$ cat src/rtl/alu_seq.sv
// Sequential ALU feeding the CPU accumulator: one op per start, result plus a load strobe.
// Optional iterative multiplier on op 110 when ALU_MUL_EN is defined; otherwise op 110 is LOAD b.
module alu_seq #(
    parameter int WIDTH = 8
) (
    input  logic             clk,
    input  logic             rst_n,
    input  logic             start,
    input  logic [2:0]       op,
    input  logic [WIDTH-1:0] a,
    input  logic [WIDTH-1:0] b,
    output logic             busy,
    output logic [WIDTH-1:0] result,
    output logic             acc_we,
    output logic             zf,
    output logic             cf
);

    localparam int SW = $clog2(WIDTH);
    localparam int CW = SW + 1;

    typedef enum logic [1:0] {
        ST_IDLE  = 2'd0,
        ST_SHIFT = 2'd1
`ifdef ALU_MUL_EN
        , ST_MUL = 2'd2
`endif
    } state_t;

    state_t           state_q, state_d;
    logic [CW-1:0]    cnt_q, cnt_d;
    logic [WIDTH-1:0] opa_q, opa_d;
    logic [WIDTH-1:0] result_q, result_d;
    logic             zf_q, zf_d;
    logic             cf_q, cf_d;
    logic             acc_we_q, acc_we_d;

`ifdef ALU_MUL_EN
    logic [2*WIDTH-1:0] prod_q, prod_d;
    logic [WIDTH:0]     mul_sum;
`endif

    logic             fin;
    logic [WIDTH-1:0] fin_res;
    logic             fin_cf;
    logic [SW-1:0]    shamt;

    assign shamt = b[SW-1:0];

    always_comb begin
        state_d  = state_q;
        cnt_d    = cnt_q;
        opa_d    = opa_q;
        result_d = result_q;
        zf_d     = zf_q;
        cf_d     = cf_q;
        acc_we_d = 1'b0;
        fin      = 1'b0;
        fin_res  = '0;
        fin_cf   = 1'b0;
`ifdef ALU_MUL_EN
        prod_d   = prod_q;
        mul_sum  = '0;
`endif

        case (state_q)
            ST_IDLE: begin
                if (start) begin
                    case (op)
                        3'b000: begin
                            {fin_cf, fin_res} = {1'b0, a} + {1'b0, b};
                            fin = 1'b1;
                        end
                        3'b001: begin
                            {fin_cf, fin_res} = {1'b0, a} - {1'b0, b};
                            fin = 1'b1;
                        end
                        3'b010: begin
                            fin_res = a & b;
                            fin     = 1'b1;
                        end
                        3'b011: begin
                            fin_res = a | b;
                            fin     = 1'b1;
                        end
                        3'b100: begin
                            fin_res = a ^ b;
                            fin     = 1'b1;
                        end
                        3'b101: begin
                            fin_res = ~a;
                            fin     = 1'b1;
                        end
                        3'b110: begin
`ifdef ALU_MUL_EN
                            // Multiplier sits in the low half; partial sums build in the high half.
                            state_d = ST_MUL;
                            cnt_d   = CW'(WIDTH);
                            opa_d   = a;
                            prod_d  = {{WIDTH{1'b0}}, b};
`else
                            fin_res = b;
                            fin     = 1'b1;
`endif
                        end
                        default: begin
                            if (shamt == '0) begin
                                fin_res = a;
                                fin     = 1'b1;
                            end else begin
                                state_d = ST_SHIFT;
                                cnt_d   = {1'b0, shamt};
                                opa_d   = a;
                            end
                        end
                    endcase
                end
            end

            ST_SHIFT: begin
                opa_d = {opa_q[WIDTH-2:0], 1'b0};
                cnt_d = cnt_q - CW'(1);
                if (cnt_q == CW'(1)) begin
                    fin     = 1'b1;
                    fin_res = {opa_q[WIDTH-2:0], 1'b0};
                    fin_cf  = opa_q[WIDTH-1];
                    state_d = ST_IDLE;
                end
            end

`ifdef ALU_MUL_EN
            ST_MUL: begin
                mul_sum = {1'b0, prod_q[2*WIDTH-1:WIDTH]} + (prod_q[0] ? {1'b0, opa_q} : '0);
                prod_d  = {mul_sum, prod_q[WIDTH-1:1]};
                cnt_d   = cnt_q - CW'(1);
                if (cnt_q == CW'(1)) begin
                    fin     = 1'b1;
                    fin_res = prod_d[WIDTH-1:0];
                    fin_cf  = |prod_d[2*WIDTH-1:WIDTH];
                    state_d = ST_IDLE;
                end
            end
`endif

            default: state_d = ST_IDLE;
        endcase

        if (fin) begin
            result_d = fin_res;
            cf_d     = fin_cf;
            zf_d     = (fin_res == '0);
            acc_we_d = 1'b1;
        end
    end

    always_ff @(posedge clk or negedge rst_n) begin
        if (!rst_n) begin
            state_q  <= ST_IDLE;
            cnt_q    <= '0;
            opa_q    <= '0;
            result_q <= '0;
            zf_q     <= 1'b0;
            cf_q     <= 1'b0;
            acc_we_q <= 1'b0;
`ifdef ALU_MUL_EN
            prod_q   <= '0;
`endif
        end else begin
            state_q  <= state_d;
            cnt_q    <= cnt_d;
            opa_q    <= opa_d;
            result_q <= result_d;
            zf_q     <= zf_d;
            cf_q     <= cf_d;
            acc_we_q <= acc_we_d;
`ifdef ALU_MUL_EN
            prod_q   <= prod_d;
`endif
        end
    end

    assign busy   = (state_q != ST_IDLE);
    assign result = result_q;
    assign acc_we = acc_we_q;
    assign zf     = zf_q;
    assign cf     = cf_q;

endmodule

$ cat config.mk
export PLATFORM = sky130hd
export DESIGN_NAME = alu_seq
export DESIGN_NICKNAME = d
export VERILOG_FILES = /design/src/rtl/alu_seq.sv
export SDC_FILE = /design/constraint.sdc
export NUM_CORES = 1
export LEC_CHECK = 0
export BUFFER_PORTS_ARGS = -buffer_cell sky130_fd_sc_hd__buf_2
export CAP_MARGIN = 15
export CORE_UTILIZATION = 41
export DETAILED_ROUTE_END_ITERATION = 10
export GPL_TIMING_DRIVEN = 0
export PLACE_DENSITY = 0.6
export SLEW_MARGIN = 20
export SYNTH_ARGS = -nofsm -noshare
export SYNTH_HDL_FRONTEND = slang
export SYNTH_SLANG_ARGS = --single-unit
export TNS_END_PERCENT = 5
$ cat constraint.sdc
create_clock -name clk -period 5.25 [get_ports clk]
set_clock_uncertainty 0.2 [all_clocks]
set_input_delay 0.2625 -clock clk [delete_from_list [all_inputs] [get_ports clk]]
set_output_delay 0.2625 -clock clk [all_outputs]
set_load 0.01 [all_outputs]
---- Word-level counts from Yosys, hierarchy flattened ----
Cells that the tools add are included.
cells by class
  bitwise logic cells ..................... 4
  reduce and logical (&&, ||, !) cells .... 9
  eq/ne operators ......................... 12
  add/subtract/negate cells ............... 3
  mux-type cells .......................... 28
operators with widths
  operator                                       count
  case mux 8 bit (7 select lines)                1
  two-way mux 8 bit                              6
  case mux 8 bit (2 select lines)                2
  two-way mux 4 bit                              3
  adder 8 x 8 -> 9 bit                           1
  == test 3 bit, second input constant           3
  subtractor 8 x 8 -> 9 bit                      1
  AND 8 bit                                      1
  logical NOT 8 bit                              1
  two-way mux 2 bit                              4
  != test 2 bit, second input constant           4
  NOT 8 bit                                      1
  bitwise OR 8 bit                               1
  case mux 4 bit (2 select lines)                1
  AND reduction 4 bit                            2
  bitwise XOR 8 bit                              1
  two-way mux 1 bit                              7
  OR reduction 7 bit                             1
  == test 3 x 2 -> 1 bit, second input constant  2
  logical NOT 3 bit                              2
  case mux 1 bit (2 select lines)                3
  == test 4 x 1 -> 1 bit, second input constant  1
  case mux 2 bit (2 select lines)                1
  nonzero test 2 bit                             2
  other kinds (4)                                4
word-level totals
  output and inout bits ................... 12
  input port bits ......................... 22
  register bits after elaboration ......... 25
  word-level logic and storage cells ...... 63

---- Logic depth before layout (Yosys ltp) ----
  word-level depth ........................ 6
  mapped depth ............................ 11
  depth with buffers taken out ............ 11

---- Worst setup path before layout ----
Ideal clock, no wire load.
  path type ............................... input to register
  from .................................... input port b[2]
  to ...................................... register zf_q, in the netlist zf
  required time ........................... 4.916 ns
  arrival ................................. 2.051 ns
  setup time .............................. 0.134 ns
  stages .................................. 10
  setup slack ............................. 2.865 ns
  buffers on the path ..................... 1
  cell sequence ........................... inv_1 -> ha_1 -> buf_2 -> nor3_1 -> a2111o_1 -> o41ai_2 -> a31oi_1 -> xor2_1 -> o41ai_2 -> o31ai_2
on the way
  cells in the longest elaborated chain, start to end .. 6
  elaborated cells between the ends (all ways) .. 15
  those cells by class .................... 2 x add/sub; 8 x mux; 3 x bitwise; 2 x reduce/logical
RTL lines
  what                                                               line  text
  start: declaration                                                 11    input logic [WIDTH-1:0] b,
  branches (longest 6 deep; another with subtractor 8 x 8 -> 9 bit)  -
  end signal: assignment                                             173   zf_q <= zf_d;
  end: declaration                                                   34    logic zf_q, zf_d;
Parallel ways; which one is timed is not known.
A chain may end at the register's enable or synchronous reset.

---- Final worst setup path ----
Ends and elaborated chain as after synthesis.

==> out/results.tsv <==
metric	value	unit
postRouteAntennaNets	0	
port_buffers	32	
crit_required	5.23	ns
ir_drop	0.000307	V
post-route-period-util	50.0	%
fin_setup_tns	0	ns
cts_tree	done	
synth_edf_count	0	
swShare	40.9	%
p_switching	355	uW
maxCapViolations	0	
yosysTopAreaCellShare	22.2	%
dr.pass1.iters	5	
fin_hold_ws	0.240	ns
syn_area	2700	um^2
grt_usage	22.2	%
status	finished clean	
cts_setup_buffers	0	
postLayoutCellArea	3030	um^2
hold_class	input port to flip-flop	
finalSetupViolCount	0	
yosysWarnings	0	
synth.distinct_cells	73	
drt_iter0_markers	206	
worst_slack	2.62	ns
dp.final_hpwl	5.85	mm
core-area	6350	um^2
cellPowerDensity	287	nW/um^2
grt_pass1_wl	12.4	mm
max_slew_margin	54.1	%
seqPwrFrac	35.4	%
grt_setup_unrepaired	no	
clockRootBuffer	clkbuf_8	
ios	34	
cts_resized	0	
via_count	2567	
initial_core_util	42.6	%
startpoint_type	input port	
drv_slew	0	
drc_errors	0	
fmax	0.381	GHz
syn2layout_area_growth	11.9	%
drive_gt1_share	20.7	%
endpoint_kind	flip-flop	
nNetsFinal	413	
leakagePower	1.43	nW
grt_pass1_vias	2388	
grt_max_degree	25	
synth_nets	375	
ys_seq_area_share	22.2	%
viasPerCell	5.85	
netlist_instances	325	
clkSinkCount	24	
die_height	83.2	um
grt_antenna_before_repair	0	
clockPowerShare	14.3	%
synthTopCellsByArea	dfrtp_1, ha_1, a21oi_1	
die_w	83.2	um
path_class	input port to flip-flop	
clock_latency	0.26	ns
final_core_util	47.6	%
synthFlopType	dfrtp_1	
finalHoldViolCount	0	
htree_levels	1	
synthArstFlopShare	100	%
post-place-ws	2.39	ns
yosys.area.top_type	dfrtp_1	
wire_per_inst	17.2	um
num_rows	29	
routabilityCongestion	0.918	
wl	7.54	mm
tightest_slew	0.683	ns
crit_path_max_fanout	10	
combPwrFrac	50.4	%
dpl_cell_area	2960	um^2
hold_buffers	1	
p_int	514	uW
clockBufferDepth	2	
ys_seq_elements	24	
n_antenna_cell	0	
period_needed	2.63	ns
die_area	6920	um^2
path_clk_slew	0.08	ns
grt_overflow_total	0	
nFillCells	643	
syn_avg_cell_area	8.32	um^2
crit_arrival	2.60	ns
cts_made_buffers	3	
-- worst paths after layout --
| check | from | endpoint | slack [ns] | depth (start not counted) |
|---|---|---|---|---|
| setup reg to reg | cnt_q[0]$_DFFE_PN0P_ | zf$_DFFE_PN0P_ | 2.71 | 9 |
| max in group asynchronous | rst_n | result[0]$_DFFE_PN0P_ | 4.19 | 2 |
| hold / removal | a[0] | opa_q[0]$_DFFE_PN0P_ | 0.24 | 5 |
| hold reg to reg | result[2]$_DFFE_PN0P_ | result[2]$_DFFE_PN0P_ | 0.27 | 2 |
| setup / recovery | b[2] | zf$_DFFE_PN0P_ | 2.62 | 11 |
| min in group asynchronous | rst_n | result[5]$_DFFE_PN0P_ | 0.30 | 2 |
-- power by group through the flow --
stage,registers [mW],clock network (mW),logic (mW)
floorplan,0.326,0,0.283
detailed placement,0.313,0,0.437
global placement,0.310,0,0.433
CTS,0.308,0.128,0.439
global route,0.318,0.138,0.485
finish,0.308,0.124,0.438
-- flip-flops by register name, summed over array words and instances, names as in the netlist --
| name | flops |
|---|---|
| opa_q | 8 |
| cf | 1 |
| zf | 1 |
| result | 8 |
| cnt_q | 4 |
| state_q | 1 |
| acc_we | 1 |
-- critical path, stage by stage --
cell      delay [ns]
buf_2           0.12
inv_1           0.17
ha_1            0.26
buf_2           0.18
nand2b_1        0.18
a221oi_1        0.43
o21bai_1        0.18
a211oi_1        0.33
a211oi_2        0.10
nand2b_2        0.20
o31ai_2         0.20
-- placed cells by master, fill, tap and decap left out, drive strengths merged, types with 2 or more instances in the layout --
cell and count:
xnor2 4, or2 4, a221oi 4, o41ai 4
nor2 32, o211ai 3, buf 44, nor4 4
fa 2, nand3 3, o21ai 21, mux2i 3
a21o 6, nor3 10, a21oi 24, o21bai 2
nand2b 7, nand2 29, ha 26, dfrtp 24
nor2b 7, a211oi 9, o31ai 3, a22oi 3
or3 2, clkbuf 11, mux4 2, a31oi 6
nand4b 2, inv 32, o21a 4
-- stage by stage --
step	std cells	power, mW
floorplan	325	0.609
global placement	434	0.743
detailed placement	434	0.750
CTS	439	0.876
global route	439	0.941
finish	439	0.870
-- per-layer routing --
metal  vias to the layer above  track usage (%)  routed length (um)  share of wire, %
met5                         -                0                   0                 0
met4                         0             3.61                  95               1.3
met3                        10             2.58                 316               4.2
met2                        81             35.9                3450                46
met1                      1240             32.2                3680                49
li1                       1236                -                   -                 -
-- area by class of cell --
type	instances	area [um^2]	share of cell area, %
multi-input cells	250	1810	60.0
flip-flops and latches	24	601	19.9
repair buffers	33	170	5.62
plain buffers	19	169	5.58
inverters	32	120	3.97
well taps	77	96.3	3.18
clock buffers	4	55.1	1.82
-- cells by family after synthesis --
group,after synthesis,synth area share [%]
buffers and inverters,51,10.7
flip-flops,24,22.2
XOR/XNOR,5,1.62
AO/OA/AOI/OAI,105,29.1
adder cells (fa/ha/maj),28,13.5
AND/OR/NAND/NOR,107,20.1
multiplexers,5,2.78
-- cells in the mapped netlist, types with 2 or more instances --
cell,count
nor2b_1,6
xnor2_1,4
mux2i_1,3
buf_2,4
a211oi_2,2
a22oi_1,2
nand2_1,29
a221oi_1,3
buf_6,7
ha_1,26
o211ai_1,2
inv_1,31
fa_1,2
nor4_1,4
o21bai_1,2
clkbuf_8,2
clkbuf_1,4
nand2b_1,6
nand3_1,2
o41ai_2,2
or2_0,2
a211oi_1,7
nand4b_1,2
o31ai_1,2
o21ai_1,2
o21ai_0,19
or2_2,2
o41ai_1,2
o21a_1,4
a21o_1,6
nor3_1,10
a31oi_1,5
nor2_1,32
mux4_2,2
a21oi_1,24
dfrtp_1,24
No activity file was read; power rests on OpenSTA's default activity.
